<file path="src/rtl/axil_write_issue.sv">
// rtl/axil_write_issue.sv - AXI-Lite write issue stage: drives AW and W for one write, pulses done when both complete
module axil_write_issue #(
    parameter int ADDR_W         = 32,
    parameter int DATA_W         = 32,
    parameter int TIMEOUT_CYCLES = 256
) (
    input  logic                  clk,
    input  logic                  reset,
    input  logic                  start,
    input  logic [ADDR_W-1:0]     addr,
    input  logic [DATA_W-1:0]     data,
    input  logic [DATA_W/8-1:0]   strb,
    output logic                  busy,
    output logic                  done,
    output logic                  timeout,
    output logic [ADDR_W-1:0]     awaddr,
    output logic [2:0]            awprot,
    output logic                  awvalid,
    input  logic                  awready,
    output logic [DATA_W-1:0]     wdata,
    output logic [DATA_W/8-1:0]   wstrb,
    output logic                  wvalid,
    input  logic                  wready
);

    localparam int STRB_W = DATA_W / 8;
    localparam int WD_W   = (TIMEOUT_CYCLES > 0) ? $clog2(TIMEOUT_CYCLES + 1) : 1;
    localparam logic [WD_W-1:0] WD_MAX = WD_W'(TIMEOUT_CYCLES);
    localparam bit   WD_EN  = (TIMEOUT_CYCLES > 0);

    typedef enum logic {
        IDLE = 1'b0,
        SEND = 1'b1
    } state_t;

    state_t            state;
    state_t            state_nxt;
    logic              aw_done;
    logic              w_done;
    logic [WD_W-1:0]   wd_cnt;
    logic              aw_hs;
    logic              w_hs;
    logic              accept;
    logic              complete;

    assign aw_hs  = awvalid & awready;
    assign w_hs   = wvalid & wready;
    assign awprot = 3'b000;
    assign busy   = (state == SEND);

    // Next-state: accept a request only when idle; finish once both channels have handshaken
    always_comb begin
        state_nxt = state;
        accept    = 1'b0;
        complete  = 1'b0;
        case (state)
            IDLE: begin
                if (start) begin
                    accept    = 1'b1;
                    state_nxt = SEND;
                end
            end
            SEND: begin
                if ((aw_done || aw_hs) && (w_done || w_hs)) begin
                    complete  = 1'b1;
                    state_nxt = IDLE;
                end
            end
            default: state_nxt = IDLE;
        endcase
    end

    // State register
    always_ff @(posedge clk) begin
        if (reset) begin
            state <= IDLE;
        end else begin
            state <= state_nxt;
        end
    end

    // Capture the request and run the two channel handshakes independently
    always_ff @(posedge clk) begin
        if (reset) begin
            awaddr  <= '0;
            wdata   <= '0;
            wstrb   <= '0;
            awvalid <= 1'b0;
            wvalid  <= 1'b0;
            aw_done <= 1'b0;
            w_done  <= 1'b0;
        end else if (accept) begin
            awaddr  <= addr;
            wdata   <= data;
            wstrb   <= STRB_W'(strb);
            awvalid <= 1'b1;
            wvalid  <= 1'b1;
            aw_done <= 1'b0;
            w_done  <= 1'b0;
        end else if (state == SEND) begin
            if (aw_hs) begin
                awvalid <= 1'b0;
                aw_done <= 1'b1;
            end
            if (w_hs) begin
                wvalid <= 1'b0;
                w_done <= 1'b1;
            end
        end
    end

    // Completion pulse feeds the B-channel stage directly
    always_ff @(posedge clk) begin
        if (reset) begin
            done <= 1'b0;
        end else begin
            done <= complete;
        end
    end

    // Watchdog: count SEND cycles, saturate, pulse once when the limit is reached
    always_ff @(posedge clk) begin
        if (reset) begin
            wd_cnt  <= '0;
            timeout <= 1'b0;
        end else begin
            timeout <= 1'b0;
            if (accept) begin
                wd_cnt <= '0;
            end else if (WD_EN && (state == SEND) && (wd_cnt != WD_MAX)) begin
                wd_cnt <= wd_cnt + 1'b1;
                if (wd_cnt == WD_MAX - 1'b1) begin
                    timeout <= 1'b1;
                end
            end
        end
    end

endmodule

</file>
<file path="config.mk">
export PLATFORM = sky130hd
export DESIGN_NAME = axil_write_issue
export DESIGN_NICKNAME = d
export VERILOG_FILES = /design/src/rtl/axil_write_issue.sv
export SDC_FILE = /design/constraint.sdc
export NUM_CORES = 1
export LEC_CHECK = 0
export ABC_AREA = 1
export BUFFER_PORTS_ARGS = -buffer_cell sky130_fd_sc_hd__buf_2
export CAP_MARGIN = 20
export CORE_ASPECT_RATIO = 1.5
export CORE_MARGIN = 2
export CORE_UTILIZATION = 48
export CTS_BUF_LIST = sky130_fd_sc_hd__clkbuf_8
export DETAILED_ROUTE_END_ITERATION = 10
export GPL_TIMING_DRIVEN = 1
export PLACE_DENSITY = 0.87
export SLEW_MARGIN = 20
export SYNTH_ARGS = -nofsm -noshare
export SYNTH_HDL_FRONTEND = slang
export SYNTH_SLANG_ARGS = --single-unit
</file>
<file path="constraint.sdc">
create_clock -name clk -period 1.59 [get_ports clk]
set_clock_uncertainty 0.1 [all_clocks]
set_input_delay 0.0795 -clock clk [delete_from_list [all_inputs] [get_ports clk]]
set_output_delay 0.0795 -clock clk [all_outputs]
set_load 0.005 [all_outputs]
</file>
== Yosys cells after proc, flatten, opt, wreduce, memory -nomap -nowiden ==
Index checks and enable logic that the tools add are counted.
Storage, ports and cells
  bits of input ports: 73
  flip-flop bits (word level): 84
  word-level logic and storage cells: 44
  output and inout port bits: 76
Cells by class
  add/sub/neg operators: 1
  bitwise gates (word level): 4
  multiplexer cells: 12
  eq/ne operators: 2
  reductions and logical operators: 14
Operators with widths (number)
  $mux W1: 11
  $add A9 B1 Y9 const B: 1
  $eq A9 B8 Y1 const B: 1
  $ne A9 B9 Y1 const B: 1
  $reduce_and A2 Y1: 4
  $reduce_bool A2 Y1: 3
  $reduce_or A2 Y1: 2
  $reduce_or A3 Y1: 1
  $and A1 B1 Y1: 2
  $logic_and A1 B1 Y1: 2
  $logic_or A1 B1 Y1: 2
  $not A1 Y1: 2
  $pmux W1 S2: 1

== Logic depth before layout (Yosys ltp) ==
  depth in word-level cells: 5
  gate-level depth with buffers: 9
  depth with buffers taken out: 9

== Worst setup path after synthesis ==
OpenSTA, ideal clock, no wires.
  path kind: reg-to-reg
  start point: register wd_cnt[0]
  end point: register wd_cnt[8]
  path slack: 130 ps
  stages on the path, launching flop included: 8
  library setup time: 56 ps
  arrival: 1303 ps
  data required time: 1434 ps
  cell sequence: dfxtp_1 ha_1 nand2_1 nor4_1 ha_1 nand3_1 nand3_1 inv_1
On the way
  cells in the longest elaborated chain, start to end: 2
  elaborated cells on any way between the ends: 3
Ends and longest elaborated chain
  from (decl): line 40  | logic [WD_W-1:0] wd_cnt;
  from (signal assigned): line 131  | wd_cnt <= wd_cnt + 1'b1;
  parallel branches: the longest is 2 deep, another holds $add A9 B1 Y9
Parallel ways; which one is timed is not known.
A chain may end at the register's enable or synchronous reset.

== Final worst setup path ==
  start point: register wd_cnt[1]
  end point: register wd_cnt[8]
The elaborated chain is that of the path after synthesis.

==> flow_metrics.env <==
export IMPL_outcome="complete, no violations"
export IMPL_critPathMaxFanout=4
export IMPL_antenna_cells=0
export IMPL_track_usage=0.284
export IMPL_grt_start_max_net_pins=48
export IMPL_path_buf_inv=1
export IMPL_rows=36
export IMPL_synth_edff_count=0
export IMPL_dp_slack_ns=0.0513
export IMPL_yosysSeqAreaShare=0.535
export IMPL_top_layer="met4"
export IMPL_grt_pass1_wl_um=16100
export IMPL_start_util=0.491
export IMPL_critPathKind="reg -> reg"
export IMPL_critPathTopFamily="simple AND/OR/NAND/NOR gates"
export IMPL_clkLatencyLatePin_ns=0.34
export IMPL_finalWorstSetupSlack_ns=0.123
export IMPL_vias_per_cell=5.13
export IMPL_nNetsFinal=693
export IMPL_met2_length_um=5350
export IMPL_period_minus_slack_ns=1.47
export IMPL_area_growth_syn_to_layout_pct=52.8
export IMPL_clkSinkCount=84
export IMPL_h_tree_depth=3
export IMPL_grt_ovfl_total=0
export IMPL_worst_path_max_delay_cell="dfxtp_2"
export IMPL_drv_slew=0
export IMPL_route_detailed_drc=0
export IMPL_wl_per_cell_um=14.6
export IMPL_power_mw=4.41
export IMPL_die_area_um2=7220
export IMPL_final_common_cell="nand2_1"
export IMPL_fin_setup_tns_ns=0
export IMPL_p_leak_nw=2.57
export IMPL_end_kind="flop"
export IMPL_hold_viol=0
export IMPL_wl_um=10200
export IMPL_dp_hpwl_um=5720
export IMPL_mostFrequentLayoutCells="159 x nand2_1, 145 x buf_2, 82 x dfxtp_1"
export IMPL_coreArea_um2=6400
export IMPL_post_route_period_util=0.923
export IMPL_port_buffers=145
export IMPL_final_antenna_net_count=0
export IMPL_cp_start_kind="flop"
export IMPL_die_w_um=70.1
export IMPL_cts_made_buffers=9
export IMPL_vias=3573
export IMPL_synth_area_per_cell_um2=7.74
export IMPL_grt_pass1_vias=3515
export IMPL_clockBufferDepth=2
export IMPL_antenna_found_initial=0
export IMPL_ctsRootBufferMaster="clkbuf_8"
export IMPL_holdCritPathClass="in -> reg"
export IMPL_yosysWarnings=0
export IMPL_synth_cells=406
export IMPL_crit_chain="ha_1, nand2_1, nor4_2, ha_1, nand3_1, nand3_1, inv_1"
export IMPL_met3WireLength_um=607
export IMPL_ys_async_sr_fraction=0
export IMPL_drive_above_1_share=0.288
export IMPL_rsz0062_at_grt="false"
export IMPL_drt_met1_wl_um=3670
export IMPL_max_stage_delay_ns=0.36
export IMPL_path_clk_slew_ns=0.08
export IMPL_power_density_nw_per_um2=919
export IMPL_ir_drop_v=0.000615
export IMPL_fmax_mhz=681
export IMPL_drv_cap=0
export IMPL_required_ns=1.78
export IMPL_die_h_um=103
export IMPL_ioPinCount=149
export IMPL_netlist_area_um2=3140
export IMPL_dr_pass1_iters=4
export IMPL_synth_seq_cells=84
export IMPL_arrival_ns=1.66
export IMPL_ys_types=25
export IMPL_synth_flop_cell="dfxtp_1"
export IMPL_drt_iter0_drc=305
export IMPL_gp_congestion=0.856
export IMPL_setup_violations=0
export IMPL_cts_tree="done"
-- timing repair --
action / in CTS / in global routing
setup buffers: 0 / 0
resized for setup: 0 / 3
setup endpoints to repair: 0 / 2
hold buffers: 69 / 0
endpoints found under the hold margin: 70 / 0
-- routing by layer --
metal,up-vias,global-route usage
met1,1632,0.307
met5,-,0
met2,182,0.503
met4,0,0.167
met3,52,0.0704
li1,1707,-
-- final cells by class --
cell class | instances | area [µm²]
clock buffer | 11 | 151
clock inverter | 4 | 17.5
fill | 441 | 1600
inverter | 18 | 67.6
multi-input combinational | 279 | 1260
sequential | 84 | 1680
tap | 76 | 95.1
timing repair buffer | 225 | 1520
-- state kept, by name, summed over array words and instances, names as in the netlist --
name	cells
aw_done	1
wdata	32
done	1
wvalid	1
timeout	1
wd_cnt	9
awvalid	1
busy	1
wstrb	4
w_done	1
awaddr	32
-- stage by stage --
stage / cell area [µm²] / utilization / std cells / hold slack, ns
after CTS: 4790 / 0.749 / 697 / 0.00210
final: 4800 / 0.751 / 697 / 0.0120
after global placement: 3930 / 0.615 / 613 / 0.200
after global routing: 4800 / 0.751 / 697 / 0.0634
after detailed placement: 3930 / 0.615 / 613 / 0.206
after floorplan: 3150 / - / 408 / 0.0556
-- cells in the mapped netlist, types with 2 or more instances --
cell type	count	share of area
a21oi_1	7	0.011
buf_1	2	0.0024
buf_2	6	0.0096
buf_4	9	0.022
clkbuf_1	9	0.011
dfxtp_1	84	0.54
ha_1	3	0.012
inv_1	17	0.020
nand2_1	159	0.19
nand2_4	2	0.0072
nand3_1	81	0.13
nand4_1	2	0.0040
nor2_1	8	0.0096
nor2_2	2	0.0040
nor2_4	2	0.0072
o21a_1	2	0.0048
o21ai_0	3	0.0048
-- logic make-up (layout without fill, tap and decap cells) --
kind of cell | Yosys count | count (layout) | share of synthesized area
adders and majority gates | 3 | 3 | 0.0119
other | 1 | 3 | 0.00119
AOI/OAI and AO/OA | 13 | 13 | 0.0227
buffers and inverters | 45 | 258 | 0.0693
xor gates and xnor gates | 1 | 1 | 0.00279
DFF | 84 | 84 | 0.535
and+or+nand+nor | 259 | 259 | 0.357
-- power breakdown --
part           internal (mW)  switching, mW
Sequential              2.24         0.0790
Clock                  0.629          0.698
Combinational          0.376          0.387
-- worst min-delay path: stages --
cell and delay [ns]:
buf_2 0.09, nand2_1 0.07, nor2_1 0.05, o21ai_0 0.12
-- final timing paths --
check | endpoint | startpoint | cells after the start | slack (ns)
worst max-delay path | wd_cnt[8] | wd_cnt[1] | 7 | 0.12
worst min-delay path | awvalid | awready | 4 | 0.01
worst max register to register | wd_cnt[8] | wd_cnt[1] | 7 | 0.12
worst min register to register | awaddr[21] | awaddr[21] | 2 | 0.34
Power figures use the tool's default switching activity.
